`config.mk`:
```
export PLATFORM = sky130hd
export DESIGN_NAME = control_acceso_flat
export DESIGN_NICKNAME = d
export VERILOG_FILES = /design/src/rtl/control_acceso_pkg.sv /design/src/rtl/control_acceso_if.sv /design/src/rtl/control_acceso_carril_fsm.sv /design/src/rtl/control_acceso.sv /design/src/flat_wrapper.sv
export SDC_FILE = /design/constraint.sdc
export NUM_CORES = 1
export LEC_CHECK = 0
export BUFFER_PORTS_ARGS = -buffer_cell sky130_fd_sc_hd__buf_2
export CAP_MARGIN = 20
export CORE_ASPECT_RATIO = 1.4
export CORE_MARGIN = 4
export CORE_UTILIZATION = 40
export CTS_BUF_LIST = sky130_fd_sc_hd__clkbuf_16
export DETAILED_ROUTE_END_ITERATION = 8
export SYNTH_ARGS = -nofsm -noshare
export SYNTH_HDL_FRONTEND = slang
export SYNTH_SLANG_ARGS = --single-unit
```
`constraint.sdc`:
```
create_clock -name clk -period 1.9 [get_ports clk]
set_clock_uncertainty 0.1 [all_clocks]
set_input_delay 0.38 -clock clk [delete_from_list [all_inputs] [get_ports clk]]
set_output_delay 0.38 -clock clk [all_outputs]
set_load 0.02 [all_outputs]
```
`src/rtl/control_acceso_pkg.sv`:
```
// -----------------------------------------------------------------------------
// control_acceso_pkg
// Shared definitions for the parking-lot access controller.
//   lane_state_t : progress of a car through a two-photocell lane
//   CMD_*        : command codes on the counter's Z1/Z0 pair
// -----------------------------------------------------------------------------
package control_acceso_pkg;

    // L_A: only the first cell is blocked; L_AB: both; L_B: only the second.
    typedef enum logic [1:0] {
        L_IDLE = 2'b00,
        L_A    = 2'b01,
        L_AB   = 2'b10,
        L_B    = 2'b11
    } lane_state_t;

    localparam logic [1:0] CMD_HOLD = 2'b00;
    localparam logic [1:0] CMD_INC  = 2'b01;
    localparam logic [1:0] CMD_DEC  = 2'b10;

endpackage

```
`src/rtl/control_acceso_if.sv`:
```
// -----------------------------------------------------------------------------
// control_acceso_if
// Bundles the sensor, button and counter-side signals of the access controller.
//   btn_ent                    entry request button (asynchronous)
//   s_ent_a / s_ent_b          entry photocells, outer / inner
//   s_sal_a / s_sal_b          exit photocells, inner / outer
//   lleno                      counter full flag
//   Z1, Z0                     counter command
//   barrera_ent                entry barrier open
//   listo                      controller operational
// slave  : the controller's view
// master : the surrounding environment's view
// -----------------------------------------------------------------------------
interface control_acceso_if;
    logic btn_ent;
    logic s_ent_a;
    logic s_ent_b;
    logic s_sal_a;
    logic s_sal_b;
    logic lleno;
    logic Z1;
    logic Z0;
    logic barrera_ent;
    logic listo;

    modport slave (
        input  btn_ent, s_ent_a, s_ent_b, s_sal_a, s_sal_b, lleno,
        output Z1, Z0, barrera_ent, listo
    );

    modport master (
        output btn_ent, s_ent_a, s_ent_b, s_sal_a, s_sal_b, lleno,
        input  Z1, Z0, barrera_ent, listo
    );
endinterface

```
`src/rtl/control_acceso_carril_fsm.sv`:
```
// -----------------------------------------------------------------------------
// carril_fsm
// Tracks one car crossing a lane with two photocells (a = first crossed,
// b = second). A full a -> ab -> b -> none crossing yields a one-cycle commit;
// backing out of the first cell yields a one-cycle abort.
//   clk, rst_n  clock, asynchronous active-low reset
//   en          allows leaving L_IDLE (later states progress regardless)
//   a, b        synchronized photocell states
//   commit      car fully crossed (combinational, one cycle)
//   abort       car backed out from L_A (combinational, one cycle)
//   idle        lane is in L_IDLE
// -----------------------------------------------------------------------------
module carril_fsm
    import control_acceso_pkg::*;
(
    input  logic clk,
    input  logic rst_n,
    input  logic en,
    input  logic a,
    input  logic b,
    output logic commit,
    output logic abort,
    output logic idle
);

    lane_state_t state;
    lane_state_t state_next;

    always_ff @(posedge clk or negedge rst_n) begin
        if (!rst_n) begin
            state <= L_IDLE;
        end else begin
            state <= state_next;
        end
    end

    // Unlisted input combinations keep the current state, so sensor
    // glitches that skip a step are simply ignored.
    always_comb begin
        state_next = state;
        commit     = 1'b0;
        abort      = 1'b0;
        case (state)
            L_IDLE: begin
                if (en && a && !b) state_next = L_A;
            end
            L_A: begin
                if (a && b) begin
                    state_next = L_AB;
                end else if (!a && !b) begin
                    state_next = L_IDLE;
                    abort      = 1'b1;
                end
            end
            L_AB: begin
                if (!a && b)      state_next = L_B;
                else if (a && !b) state_next = L_A;
            end
            L_B: begin
                if (!a && !b) begin
                    state_next = L_IDLE;
                    commit     = 1'b1;
                end else if (a && b) begin
                    state_next = L_AB;
                end
            end
            default: state_next = L_IDLE;
        endcase
    end

    assign idle = (state == L_IDLE);

endmodule

```
`src/rtl/control_acceso.sv`:
```
// -----------------------------------------------------------------------------
// control_acceso
// Parking-lot access controller: watches the entry and exit lanes, runs the
// entry barrier, arbitrates increment/decrement commands onto the occupancy
// counter and clears that counter after every reset.
//   clk, rst_n  clock, asynchronous active-low reset
//   acc         control_acceso_if.slave: sensors, button, lleno in;
//               Z1/Z0, barrera_ent, listo out
// Parameters
//   INIT_CYCLES decrements issued after reset (>= 7 to reach zero)
//   TIMEOUT     idle cycles before an unused open barrier closes
//   SYNC_STAGES flip-flops on every asynchronous input
// -----------------------------------------------------------------------------
module control_acceso
    import control_acceso_pkg::*;
#(
    parameter int INIT_CYCLES = 8,
    parameter int TIMEOUT     = 16,
    parameter int SYNC_STAGES = 2
) (
    input  logic            clk,
    input  logic            rst_n,
    control_acceso_if.slave acc
);

    localparam int INIT_W = $clog2(INIT_CYCLES + 2);
    localparam int TMR_W  = $clog2(TIMEOUT + 1);
    localparam logic [INIT_W-1:0] INIT_DONE = INIT_W'(INIT_CYCLES + 1);
    localparam logic [TMR_W-1:0]  TMR_LAST  = TMR_W'(TIMEOUT - 1);

    logic [4:0] raw_in;
    logic [4:0] sync_ff [SYNC_STAGES];
    logic       btn_s, ent_a, ent_b, sal_a, sal_b;
    logic       btn_prev, btn_rise;

    logic [INIT_W-1:0] init_cnt;
    logic              listo, init_dec;

    logic ent_commit, ent_abort, ent_idle;
    logic sal_commit, sal_abort, sal_idle;

    logic             barrera;
    logic [TMR_W-1:0] timer;

    logic       inc_pend, dec_pend, issued_q, serve;
    logic [1:0] cmd, z;

    // All five asynchronous inputs share one shift chain.
    assign raw_in = {acc.btn_ent, acc.s_ent_a, acc.s_ent_b, acc.s_sal_a, acc.s_sal_b};

    always_ff @(posedge clk or negedge rst_n) begin
        if (!rst_n) begin
            for (int i = 0; i < SYNC_STAGES; i++) sync_ff[i] <= '0;
        end else begin
            sync_ff[0] <= raw_in;
            for (int i = 1; i < SYNC_STAGES; i++) sync_ff[i] <= sync_ff[i-1];
        end
    end

    assign {btn_s, ent_a, ent_b, sal_a, sal_b} = sync_ff[SYNC_STAGES-1];

    // The button acts on its synchronized rising edge only.
    always_ff @(posedge clk or negedge rst_n) begin
        if (!rst_n) btn_prev <= 1'b0;
        else        btn_prev <= btn_s;
    end

    assign btn_rise = btn_s && !btn_prev;

    // init_cnt runs 0 -> INIT_CYCLES+1 once after reset. Values 1..INIT_CYCLES
    // drive the clearing decrements; the final value marks the controller ready.
    always_ff @(posedge clk or negedge rst_n) begin
        if (!rst_n) begin
            init_cnt <= '0;
        end else if (init_cnt != INIT_DONE) begin
            init_cnt <= init_cnt + 1'b1;
        end
    end

    assign listo    = (init_cnt == INIT_DONE);
    assign init_dec = (init_cnt != '0) && !listo;

    // The entry lane may only start a crossing while the barrier is open.
    carril_fsm u_ent (
        .clk    (clk),
        .rst_n  (rst_n),
        .en     (listo && barrera),
        .a      (ent_a),
        .b      (ent_b),
        .commit (ent_commit),
        .abort  (ent_abort),
        .idle   (ent_idle)
    );

    carril_fsm u_sal (
        .clk    (clk),
        .rst_n  (rst_n),
        .en     (listo),
        .a      (sal_a),
        .b      (sal_b),
        .commit (sal_commit),
        .abort  (sal_abort),
        .idle   (sal_idle)
    );

    // Barrier: opens on a request when there is room and no entry still being
    // counted; closes when the car finishes or backs out, or after TIMEOUT idle
    // cycles. Extra button presses while open are ignored, so they never
    // extend the timeout.
    always_ff @(posedge clk or negedge rst_n) begin
        if (!rst_n) begin
            barrera <= 1'b0;
            timer   <= '0;
        end else if (barrera) begin
            if (ent_commit || ent_abort) begin
                barrera <= 1'b0;
                timer   <= '0;
            end else if (ent_idle) begin
                if (timer == TMR_LAST) begin
                    barrera <= 1'b0;
                    timer   <= '0;
                end else begin
                    timer <= timer + 1'b1;
                end
            end else begin
                timer <= '0;
            end
        end else if (btn_rise && listo && !acc.lleno && !inc_pend && ent_idle) begin
            barrera <= 1'b1;
            timer   <= '0;
        end
    end

    // Arbiter choice from the pending flags. A command is never issued in the
    // cycle right after another one, so a pending request waits one cycle.
    // Simultaneous inc and dec cancel out and are retired without a command.
    always_comb begin
        cmd   = CMD_HOLD;
        serve = 1'b0;
        if (listo && !issued_q) begin
            if (inc_pend && dec_pend) begin
                serve = 1'b1;
            end else if (inc_pend) begin
                cmd   = CMD_INC;
                serve = 1'b1;
            end else if (dec_pend) begin
                cmd   = CMD_DEC;
                serve = 1'b1;
            end
        end
    end

    // Commits land in the pending flags; servicing clears them.
    always_ff @(posedge clk or negedge rst_n) begin
        if (!rst_n) begin
            inc_pend <= 1'b0;
            dec_pend <= 1'b0;
            issued_q <= 1'b0;
        end else begin
            inc_pend <= (inc_pend && !serve) || ent_commit;
            dec_pend <= (dec_pend && !serve) || sal_commit;
            issued_q <= (cmd != CMD_HOLD);
        end
    end

    assign z = init_dec ? CMD_DEC : cmd;

    assign acc.Z1          = z[1];
    assign acc.Z0          = z[0];
    assign acc.barrera_ent = barrera;
    assign acc.listo       = listo;

endmodule

```
`src/flat_wrapper.sv`:
```
// flat-port wrapper written by rule: the top's interface ports become plain ports
module control_acceso_flat import control_acceso_pkg::*;
#(
    parameter int INIT_CYCLES = 8,
    parameter int TIMEOUT     = 16,
    parameter int SYNC_STAGES = 2
)
  (clk, rst_n, acc_btn_ent, acc_s_ent_a, acc_s_ent_b, acc_s_sal_a, acc_s_sal_b, acc_lleno, acc_Z1, acc_Z0, acc_barrera_ent, acc_listo);
  control_acceso_if acc_i ();
  input  logic clk;
  input  logic rst_n;
  input wire logic [$bits(acc_i.btn_ent)-1:0] acc_btn_ent;
  input wire logic [$bits(acc_i.s_ent_a)-1:0] acc_s_ent_a;
  input wire logic [$bits(acc_i.s_ent_b)-1:0] acc_s_ent_b;
  input wire logic [$bits(acc_i.s_sal_a)-1:0] acc_s_sal_a;
  input wire logic [$bits(acc_i.s_sal_b)-1:0] acc_s_sal_b;
  input wire logic [$bits(acc_i.lleno)-1:0] acc_lleno;
  output wire logic [$bits(acc_i.Z1)-1:0] acc_Z1;
  output wire logic [$bits(acc_i.Z0)-1:0] acc_Z0;
  output wire logic [$bits(acc_i.barrera_ent)-1:0] acc_barrera_ent;
  output wire logic [$bits(acc_i.listo)-1:0] acc_listo;
  assign acc_i.btn_ent = acc_btn_ent;
  assign acc_i.s_ent_a = acc_s_ent_a;
  assign acc_i.s_ent_b = acc_s_ent_b;
  assign acc_i.s_sal_a = acc_s_sal_a;
  assign acc_i.s_sal_b = acc_s_sal_b;
  assign acc_i.lleno = acc_lleno;
  assign acc_Z1 = acc_i.Z1;
  assign acc_Z0 = acc_i.Z0;
  assign acc_barrera_ent = acc_i.barrera_ent;
  assign acc_listo = acc_i.listo;
  control_acceso #(.INIT_CYCLES(INIT_CYCLES), .TIMEOUT(TIMEOUT), .SYNC_STAGES(SYNC_STAGES)) u_core (.clk(clk), .rst_n(rst_n), .acc(acc_i));
endmodule
```
# Yosys cells after proc, flatten, opt, wreduce, memory -nomap -nowiden
# Index checks and enable logic that the tools add are counted.
word_totals:
  register_bits: 28
classes:
  mux: 41
  n_reduce_logical: 43
  addsub: 2
  eq_ne: 17
ops:
  columns: ["operator", "n"]
  rows:
  - ["two-way mux 2 bit", 19]
  - ["two-way mux 5 bit", 5]
  - ["logical AND 1 bit", 23]
  - ["!= test 3 bit, second input constant", 6]
  - ["case mux 2 bit (4 select lines)", 2]
  - ["two-way mux 1 bit", 15]
  - ["zero test 1 bit", 10]
  - ["equality test 2 bit, second input constant", 4]
  - ["AND reduction 4 bit", 2]
  - ["adder 5 x 1 -> 5 bit, second input constant", 1]
  - ["equality test 5 x 4 -> 1 bit, second input constant", 1]
  - ["adder 4 x 1 -> 4 bit, second input constant", 1]
  - ["equality test 2 x 1 -> 1 bit, second input constant", 2]
  - ["equality test 4 bit, second input constant", 1]
  - ["zero test 2 bit", 2]
  - ["!= test 2 bit, second input constant", 2]
  - ["!= test 4 bit, second input constant", 1]
  - ["nonzero test 2 bit", 2]
  - ["nonzero test 4 bit", 1]
  - ["logical OR 1 bit", 3]

# Longest topological paths before layout
# Gate-level depths: netlist (run 1).
logic_depth:
  word_depth: 8
  mapped_depth: 6
  mapped_depth_nobuf: 5

# By module
# Synthesis (run 1) repeated with hierarchy kept, for this count alone.
hier_totals:
  cells_unflattened: 112
  area_unflattened_um2: 1288.7
modules_own_cells:
  columns: ["mod", "seq_area_each_um2", "n_inst", "area_each_um2", "cells_per_inst"]
  rows:
  - ["control_acceso", 600.6, 1, 965.9, 76]
  - ["carril_fsm", 50.0, 2, 161.4, 18]

# Least setup slack after synthesis (run 1)
# OpenSTA, ideal clock, no wires.
synth_path:
  path_type: "register -> output"
  start: "register u_core.init_cnt[1]"
  end: "output port acc_Z0"
  t_arrival_ns: 1.697
  t_required_ns: 1.420
  setup_slack_ns: -0.277
  path_stages_with_launch: 6
  cell_sequence: "dfrtp_1 inv_1 ha_1 nand3b_1 clkbuf_1 nor4b_1"
synth_between:
  elab_chain_len: 4
synth_lines:
  columns: ["element", "line_no", "text"]
  rows:
  - ["from (decl)", "control_acceso.sv:36", "logic [INIT_W-1:0] init_cnt;"]
  - ["from (signal assigned)", "control_acceso.sv:76", "init_cnt <= init_cnt + 1'b1;"]
  - ["equality test 4 bit", "control_acceso.sv:80", "assign listo = (init_cnt == INIT_DONE);"]
  - ["logical AND 1 bit or zero test 1 bit (tied branches)", "control_acceso.sv:140, control_acceso.sv:81", null]
  - ["two-way mux 2 bit or logical AND 1 bit (tied branches)", "control_acceso.sv:140, control_acceso.sv:81", null]
  - ["two-way mux 2 bit (*)", "control_acceso.sv:166", "assign z = init_dec ? CMD_DEC : cmd;"]
  - ["to (decl)", "flat_wrapper.sv:19", "output wire logic [$bits(acc_i.Z0)-1:0] acc_Z0;"]
# Every way passes the cells marked *; elsewhere a longest branch is shown, timed or not.

# Final worst setup path (run 1)
# Same ends and word-level chain as after synthesis.

==> metrics.txt, run 1 <==
clock tree buffer depth=2; Final Slew Violations=0; footprint of the multi-input gates=around 560 µm²; # diodes=0; layout cell share with drive strength beyond 1=0.261; Most used DFF post-synth=dfrtp_1; asr flop ratio synth=1.00; Syn-to-layout area delta=23.6%; Worst Path Class, Setup=reg -> out; GR Overflow Total=0; crit-path max cell delay=about 0.38 ns; EDFF count, synth=0; DRT Wirelength=2.18 mm; commonest non-fill, non-tap cell in the layout=dfrtp_1; Relative slew margins=0.592; total number of vias=about 890; Startpoint Class=register; initial antenna violation count=0; drt pass-1 iters=4; ranking of synthesized cells by area=dfrtp_1 (55%), ha_1 (11%), inv_1 (2.9%); worst-case vdd ir drop=0.000713 V; Crit. End Element=output pin; CP top delay family=simple AND/OR/NAND/NOR gates; crit path cell chain=inv_2, ha_4, nand3b_1, nor4b_4, buf_4; DP Cell Count=161; failing checks=negative setup slack; netlist area before placement=between 0.001 and 0.0015 mm²; post-synth top area cell=dfrtp_1; total CTS buffers=3; Final Hold Fails=0; Tightest Pin Transition=0.612 ns; Ys Warns=0; Layout fillers=270; I/O pins=12; R2R setup slack=approximately 0.010 ns; PwrDens=slightly below 1000 mW/mm²; FF/Latch Area=about 700 µm²; dpl hpwl=between 1.5 and 2 mm; Syn Inst Count=110; placed instance area=0.00141 mm²; Tmin final=1.93 ns; Root Driver=clkbuf_16; number of global-route vias before repair=just under 900; Total GRT Usage=0.115; Fin Hold WS=0.0309 ns; die width=about 56 µm; global-route wire length before repair=~3.8 mm; vias per inst=about 5; count of state elements after synthesis=28; DR iter-0 viols=34; Die Height=between 70 and 80 µm; Nets=between 150 and 200; Seq/Total Area, Yosys=0.548; IO buf count=11; Worst path slowest cell=dfrtp_1; clk sinks=28; Tcrit/Tclk final=1.02; Netlist cell types=36; DRC=0; worst endpoint data arrival time=approximately 1.5 ns; Final Setup Violations=1; FMAX=0.518 GHz; Synth top area share=0.548; commonest non-fill, non-tap cells in the layout=dfrtp_1 (27), buf_4 (11), ha_1 (10); pin count of the biggest net entering global routing=29; global placer's final weighted congestion=around 0.8; status=finished with violations; P_leak=0.755 nW; Clock Pin Slew Worst Setup and Hold Paths=approximately 0.060 ns; WL/cell=between 10 and 15 µm; syn_nets=~130; post-route setup slack=-0.0313 ns; Site Rows=24; Die ar.=roughly 0.0042 mm²; Worst-Skew Late Latency=between 0.2 and 0.3 ns; TritonCTS clock tree=done; max_cap viols=0; Core Box Area=0.00309 mm²; starting density of the core=0.413; WP buf/inv=2; syn_area_per_cell=~12 µm²; unrepaired setup endpoints after global routing=yes; CP max FO=4; post-route cell area=about 0.0016 mm²; Finished Layout Cells=between 150 and 200; Hold Path Class=in -> async; Required @ worst endpoint=approximately 1.4 ns; remaining antenna violation count after routing=0; H-tree depth=1
[Yosys cell counts, types with 2 or more instances]
master and instances:
a21oi_1 2, inv_1 10, xnor2_1 4, ha_1 11, nand2_1 6, nor2_1 3, dfrtp_1 28, o41ai_1 2
nand3_1 5, o311ai_0 3, o21ai_0 7, nor2b_1 3, clkbuf_1 2, nand2b_1 2
[cells by family (layout without fill, tap and decap cells)]
family                     after synthesis  count (layout)  synth area share
muxes                                    2               2            0.0196
and+or+nand+nor                         31              31             0.143
AOI/OAI and AO/OA                       22              22             0.119
DFF                                     28              28             0.548
xor gates and xnor gates                 4               4            0.0274
adders and majority gates               11              11             0.108
buffers and inverters                   12              36            0.0353
[registers in the layout (all words and copies together), names as in the netlist]
name,count
u_core.sync_ff,5
u_core.timer,5
u_core.init_cnt,4
u_core.u_ent.state,2
u_core.u_sal.state,2
u_core.acc.barrera_ent,1
u_core.btn_prev,1
u_core.btn_s,1
u_core.dec_pend,1
u_core.ent_a,1
u_core.ent_b,1
u_core.inc_pend,1
u_core.issued_q,1
u_core.sal_a,1
u_core.sal_b,1
[report_power, final]
part	leakage [nW]	switching, mW	internal, mW	total [mW]
clock	0.0385	0.185	0.282	0.467
sequential	0.345	0.0953	0.676	0.772
combinational	0.372	0.162	0.164	0.326
[routing by layer]
metal / routed length [µm] / share of wire / global-route usage / vias up
met1: 969 / 0.45 / 0.127 / 435
li1: - / - / - / 437
met4: 29 / 0.013 / 0.0486 / 0
met5: 0 / 0 / 0 / -
met2: 1110 / 0.51 / 0.218 / 13
met3: 70 / 0.032 / 0.0189 / 4
[through the flow]
step | util | TNS (ns) | setup slack [ns] | total power [mW]
final | 0.511 | -0.0313 | -0.0313 | 1.56
after global routing | 0.511 | -0.346 | -0.112 | 1.66
after CTS | 0.497 | -0.0768 | -0.0451 | 1.57
after detailed placement | 0.456 | -0.00262 | -0.00262 | 1.10
after global placement | 0.456 | 0 | 0.0699 | 1.09
after floorplan | - | 0 | 0.0837 | 1.01
[layout make-up]
cell class	count	area share
timing repair buffer	22	0.0951
tap	39	0.0309
sequential	28	0.445
multi-input combinational	70	0.354
clock buffer	3	0.0475
clock inverter	1	0.00238
inverter	10	0.0254
[path summary, 6_finish.rpt]
kind,start,to,cells after the start
worst min-delay path,rst_n,u_core.init_cnt[2],1
worst max-delay path,u_core.init_cnt[1],acc_Z0,5
min in group clk,acc_btn_ent,u_core.sync_ff[9],1
worst max register to register,u_core.init_cnt[1],u_core.timer[0],7
max in group asynchronous,rst_n,u_core.dec_pend,1
worst min register to register,u_core.sync_ff[7],u_core.ent_b,0
[what timing repair did]
action | in CTS | in global routing
gates cloned | 0 | 0
gates resized for setup | 5 | 8
buffers inserted | 4 | 5
hold buffers | 0 | 0
setup endpoints to repair | 4 | 8
pin swaps | 2 | 1
Note: power is estimated with default switching activity, not from simulation.
==> run 2: changes to the inputs <==
--- a/config.mk
+++ b/config.mk
@@ -12,6 +12,8 @@
 export CORE_UTILIZATION = 40
 export CTS_BUF_LIST = sky130_fd_sc_hd__clkbuf_16
 export DETAILED_ROUTE_END_ITERATION = 8
+export HOLD_SLACK_MARGIN = 0.05
+export PLACE_DENSITY = 0.64
 export SYNTH_ARGS = -nofsm -noshare
 export SYNTH_HDL_FRONTEND = slang
 export SYNTH_SLANG_ARGS = --single-unit
==> metrics.txt, run 2 (same netlist as run 1, synthesis figures left out) <==
status=finished with violations; failing checks=negative setup slack; CP max FO=3 (-1); Switching Share=0.276 (-0.00668); starting density of the core=0.413 (unchanged); total number of vias=894 (+0.56%); Worst Path Class, Setup=reg -> out; Tightest Pin Transition=0.589 ns (-0.0231 ns); I/O pins=12 (unchanged); global-route wire length before repair=3.66 mm (-4.7%); Total GRT Usage=0.111 (-0.00369); WL/cell=12.9 µm (+2.5%); Util after Layout=0.496 (-0.0142); Hold Path Class=in -> async; Final Setup Violations=1 (unchanged); Worst-Skew Late Latency=0.26 ns (about the same); Required @ worst endpoint=1.42 ns (about the same); drt pass-1 iters=4 (unchanged); clk sinks=28 (unchanged); placed instance area=0.00141 mm² (unchanged); Relative slew margins=0.607 (+0.0154); clock tree buffer depth=2 (unchanged); largest registers=u_core.sync_ff: 5 flops, u_core.timer: 5 flops, u_core.init_cnt: 4 flops; Syn-to-layout area delta=20.2%; post-route setup slack=-0.0234 ns (+0.00795 ns); DRC=0 (unchanged); Tcrit/Tclk final=1.01 (-0.00419); Seq pwr share=0.498 (+0.005); dpl hpwl=1.58 mm (+0.77%); most crowded layer after global routing=met2; Clock Pin Slew Worst Setup and Hold Paths=0.06 ns (about the same); unrepaired setup endpoints after global routing=yes; Nets=150 (-2.6%); Post-CTS Hold Buffers=0 (unchanged); IO buf count=11 (unchanged); Site Rows=24 (unchanged); PwrDens=1010 mW/mm² (+1.5%); DR iter-0 viols=15 (-56%); TritonCTS clock tree=done; Final Slew Violations=0 (unchanged); pin count of the biggest net entering global routing=29 (unchanged); M3 GR Usage=0.0292 (+0.0103); worst endpoint data arrival time=1.44 ns (about the same); post-route cell area=0.00154 mm² (-2.8%); initial antenna violation count=0 (unchanged); Net Sw Power=0.426 mW (-3.6%); commonest non-fill, non-tap cell in the layout=dfrtp_1; Pint=1.12 mW (-0.36%); remaining antenna violation count after routing=0 (unchanged); GR Util met2=0.209 (-0.00921); Root Driver=clkbuf_16; Final Hold Fails=0 (unchanged); Die ar.=0.00417 mm² (unchanged); commonest non-fill, non-tap cells in the layout=dfrtp_1 (27), ha_1 (10), buf_2 (9), buf_4 (9), inv_1 (8); DRT Wirelength=2.17 mm (-0.46%); part of the power in combinational logic=0.209 (about the same); Die Height=74.9 µm (unchanged); number of global-route vias before repair=892 (+0.79%); max_cap viols=0 (unchanged); FMAX=0.520 GHz (+0.41%); P_leak=0.729 nW (-3.5%); Finished Layout Cells=168 (-2.9%); H-tree depth=1 (unchanged); global placer's final weighted congestion=0.746 (-7.0%); clock share of power=0.293 (-0.005); # diodes=0 (unchanged); worst-case vdd ir drop=0.000756 V (+5.9%); Startpoint Class=register; die width=55.8 µm (unchanged); Core Box Area=0.00309 mm² (unchanged); GR Overflow Total=0 (unchanged); Tmin final=1.92 ns (-0.00795 ns); vias per inst=5.32 (+3.6%); DP Cell Count=161 (unchanged); grt met1 use=0.115 (-0.0121); total CTS buffers=3 (unchanged); layout cell share with drive strength beyond 1=0.240 (-0.0209); Crit. End Element=output pin
[run 2: changes by cell type in the layout (fill, tap and decap cells not counted), sizes merged]
cell and delta:
buf -4, clkinv -1
[run 2: path summary, 6_finish.rpt]
check | start | to | slack [ns] | cells past startpoint
worst max-delay path | u_core.init_cnt[1] | acc_Z0 | -0.02 | 5
worst min-delay path | rst_n | u_core.init_cnt[0] | 0.02 | 1
worst max register to register | u_core.init_cnt[1] | u_core.timer[0] | 0.06 | 7
worst min register to register | u_core.sync_ff[8] | u_core.ent_a | 0.25 | 0
max in group asynchronous | rst_n | u_core.dec_pend | 1.26 | 1
min in group clk | acc_s_sal_b | u_core.sync_ff[5] | 0.13 | 1
[run 2: power by group through the flow]
| stage | registers [mW] | clock network, mW | logic, mW |
|---|---|---|---|
| floorplan | 0.769 | 0 | 0.240 |
| global placement | 0.775 | 0 | 0.313 |
| detailed placement | 0.779 | 0 | 0.325 |
| CTS | 0.767 | 0.467 | 0.327 |
| global route | 0.783 | 0.491 | 0.364 |
| finish | 0.769 | 0.452 | 0.322 |
[run 2: repair_timing]
| item | 4_1_cts | 5_1_grt |
|---|---|---|
| setup buffers | 2 | 2 |
| pin swaps | 2 | 1 |
| resized for setup | 5 | 3 |
| endpoints found under the setup margin | 4 | 7 |
[run 2: critical path, cell delays in order (launching register included)]
cell and delay [ns]:
dfrtp_1 0.39, inv_2 0.09, ha_4 0.13, nand3b_1 0.14, nor4b_4 0.28, buf_4 0.18
[run 2: final cells by class]
class                           instances  area, µm²
Fill cell                             281       1560
Sequential cell                        28        702
Multi-Input combinational cell         70        559
Timing Repair Buffer                   18        113
Clock buffer                            3       75.1
Tap cell                               39       48.8
Inverter                               10       37.5
[run 2: through the flow]
step	hold WS (ns)	worst slack [ns]	power (mW)	setup TNS [ns]
6_report	0.0198	-0.0234	1.54	-0.0234
5_1_grt	0.0709	-0.113	1.64	-0.232
4_1_cts	0.0521	-0.0217	1.56	-0.0220
3_5_place_dp	0.239	0.00474	1.10	0
3_3_place_gp	0.236	0.0714	1.09	0
2_1_floorplan	-0.0156	0.0837	1.01	0
[run 2: metal layers]
metal / vias to the layer above / part of all wire
li1: 428 / -
met1: 446 / 0.41
met2: 15 / 0.53
met5: - / 0
met4: 0 / 0.020
met3: 5 / 0.038
==> run 3: changes to the inputs <==
--- a/config.mk
+++ b/config.mk
@@ -14,6 +14,7 @@
 export DETAILED_ROUTE_END_ITERATION = 8
 export HOLD_SLACK_MARGIN = 0.05
 export PLACE_DENSITY = 0.64
+export SETUP_SLACK_MARGIN = 0.1
 export SYNTH_ARGS = -nofsm -noshare
 export SYNTH_HDL_FRONTEND = slang
 export SYNTH_SLANG_ARGS = --single-unit
==> metrics.txt, run 3 (same netlist as run 1, synthesis figures left out) <==
global-route wire length before repair=4.37 mm (+20%); Tcrit/Tclk final=1.00 (-0.0120); Final Hold Fails=0 (unchanged); part of the power in combinational logic=0.220 (+0.011); global placer's final weighted congestion=0.780 (+4.5%); DR iter-0 viols=12 (-3); I/O pins=12 (unchanged); starting density of the core=0.413 (unchanged); Hold Path Class=in -> async; clk sinks=28 (unchanged); commonest non-fill, non-tap cell in the layout=dfrtp_1; Seq pwr share=0.489 (-0.009); crit-path max cell delay=0.39 ns (about the same); status=finished with violations; vias per inst=5.28 (-0.73%); WP buf/inv=3 (+1); pre-CTS setup slack=0.0501 ns (+0.0454 ns); total number of vias=898 (+0.45%); clock share of power=0.291 (-0.002); Syn-to-layout area delta=24.4%; DP Cell Count=161 (unchanged); P_leak=0.753 nW (+3.3%); Worst Path Class, Setup=reg -> reg; Pint=1.13 mW (+0.93%); failing checks=negative setup slack; Finished Layout Cells=170 (+1.2%); worst-case vdd ir drop=0.000763 V (+0.96%); H-tree depth=1 (unchanged); number of global-route vias before repair=998 (+12%); TritonCTS clock tree=done; Net Sw Power=0.464 mW (+8.9%); Required @ worst endpoint=1.94 ns (+0.52 ns); remaining antenna violation count after routing=0 (unchanged); Tmin final=1.90 ns (-0.0229 ns); Post-CTS Hold Buffers=0 (unchanged); Total GRT Usage=0.135 (+0.0244); PwrDens=1000 mW/mm² (-0.35%); post-route setup slack=-0.000502 ns (+0.0229 ns); layout cell share with drive strength beyond 1=0.275 (+0.0345); total CTS buffers=3 (unchanged); Layout fillers=259 (-7.8%); initial antenna violation count=0 (unchanged); dpl hpwl=1.63 mm (+3.4%); Crit. End Element=register; CP top delay family=buffers and inverters; die width=55.8 µm (unchanged); Startpoint Class=register; IO buf count=11 (unchanged); Die Height=74.9 µm (unchanged); largest registers=u_core.sync_ff: 5 flops, u_core.timer: 5 flops, u_core.init_cnt: 4 flops; Final Setup Violations=1 (unchanged); Worst path slowest cell=dfrtp_1; worst endpoint data arrival time=1.94 ns (+0.50 ns); CP most frequent cell=buf_4; WL/cell=13.6 µm (+5.7%); Relative slew margins=0.597 (-0.00998); Clock Pin Slew Worst Setup and Hold Paths=0.06 ns (about the same); drt pass-1 iters=4 (unchanged); max_cap viols=0 (unchanged); clock tree buffer depth=2 (unchanged); Core Box Area=0.00309 mm² (unchanged); Worst-Skew Late Latency=0.26 ns (about the same); FMAX=0.526 GHz (+1.2%); Final Slew Violations=0 (unchanged); commonest non-fill, non-tap cells in the layout=dfrtp_1 (28), buf_4 (10), ha_1 (9); DRT Wirelength=2.32 mm (+6.9%); # diodes=0 (unchanged); DRC=0 (unchanged); crit path cell chain=inv_2, ha_4, nand3b_1, buf_4, buf_4, o31a_1, mux2_4; pin count of the biggest net entering global routing=29 (unchanged); Die ar.=0.00417 mm² (unchanged); Root Driver=clkbuf_16; CP max FO=4 (+1); Tightest Pin Transition=0.604 ns (+0.0150 ns); Switching Share=0.292 (+0.0155); unrepaired setup endpoints after global routing=yes; Site Rows=24 (unchanged); Nets=152 (+1.3%); GR Overflow Total=0 (unchanged)
[run 3: cell count changes in the layout (fill, tap and decap cells not counted), moves of 2 or more]
cell and delta:
o41ai_1 -2, o311ai_0 -2, buf_6 +2, o41ai_2 +2, o311ai_1 +2
[run 3: layout make-up]
cell class / instances / area, µm² / area share
clock buffer: 3 / 75.1 / 0.0472
timing repair buffer: 20 / 138 / 0.0866
tap: 39 / 48.8 / 0.0307
multi-input combinational: 70 / 587 / 0.369
inverter: 10 / 40.0 / 0.0252
sequential: 28 / 701 / 0.441
[run 3: routing by layer]
layer | track usage | wire length, µm | vias up
met5 | 0 | 0 | -
met4 | 0.0811 | 78 | 0
met3 | 0.0292 | 83 | 6
met2 | 0.245 | 1180 | 18
met1 | 0.147 | 973 | 446
li1 | - | - | 428
[run 3: worst register-to-register path, stage by stage (launching register included)]
cell      delay (ns)
dfrtp_1         0.39
inv_2           0.08
ha_4            0.13
nand3b_1        0.15
buf_4           0.20
buf_4           0.14
o31a_1          0.33
mux2_4          0.27
[run 3: power by group through the flow]
| stage | clock network (mW) | registers (mW) | logic, mW |
|---|---|---|---|
| 4_1_cts | 0.472 | 0.774 | 0.339 |
| 5_1_grt | 0.504 | 0.793 | 0.392 |
| 3_5_place_dp | 0 | 0.781 | 0.328 |
| 6_report | 0.463 | 0.779 | 0.350 |
| 3_3_place_gp | 0 | 0.775 | 0.313 |
| 2_1_floorplan | 0 | 0.769 | 0.240 |
[run 3: through the flow]
stage / hold WS (ns) / instance area, µm² / TNS, ns / power, mW / util
final: 0.0255 / 1590 / -0.000502 / 1.59 / 0.514
after global routing: 0.0862 / 1590 / -0.228 / 1.69 / 0.514
after floorplan: -0.0156 / 1290 / 0 / 1.01 / -
after global placement: 0.235 / 1410 / 0 / 1.09 / 0.456
after CTS: 0.0643 / 1580 / -0.0331 / 1.58 / 0.511
after detailed placement: 0.236 / 1410 / 0 / 1.11 / 0.456
[run 3: final timing paths]
| path | startpoint | to | slack [ns] | depth (start not counted) |
|---|---|---|---|---|
| setup reg to reg | u_core.init_cnt[1] | u_core.timer[0] | -0.0005 | 7 |
| setup / recovery | u_core.init_cnt[1] | u_core.timer[0] | -0.0005 | 7 |
| hold reg to reg | u_core.sync_ff[8] | u_core.ent_a | 0.25 | 0 |
| max in group asynchronous | rst_n | u_core.u_ent.state[0] | 1.28 | 1 |
| hold / removal | rst_n | u_core.init_cnt[0] | 0.03 | 1 |
| min in group clk | acc_s_sal_a | u_core.sync_ff[6] | 0.12 | 1 |
[run 3: timing repair]
item	4_1_cts	5_1_grt
resized for setup	15	4
endpoints found under the setup margin	5	11
setup buffers	6	1
gates cloned	0	0
pin swaps	1	1
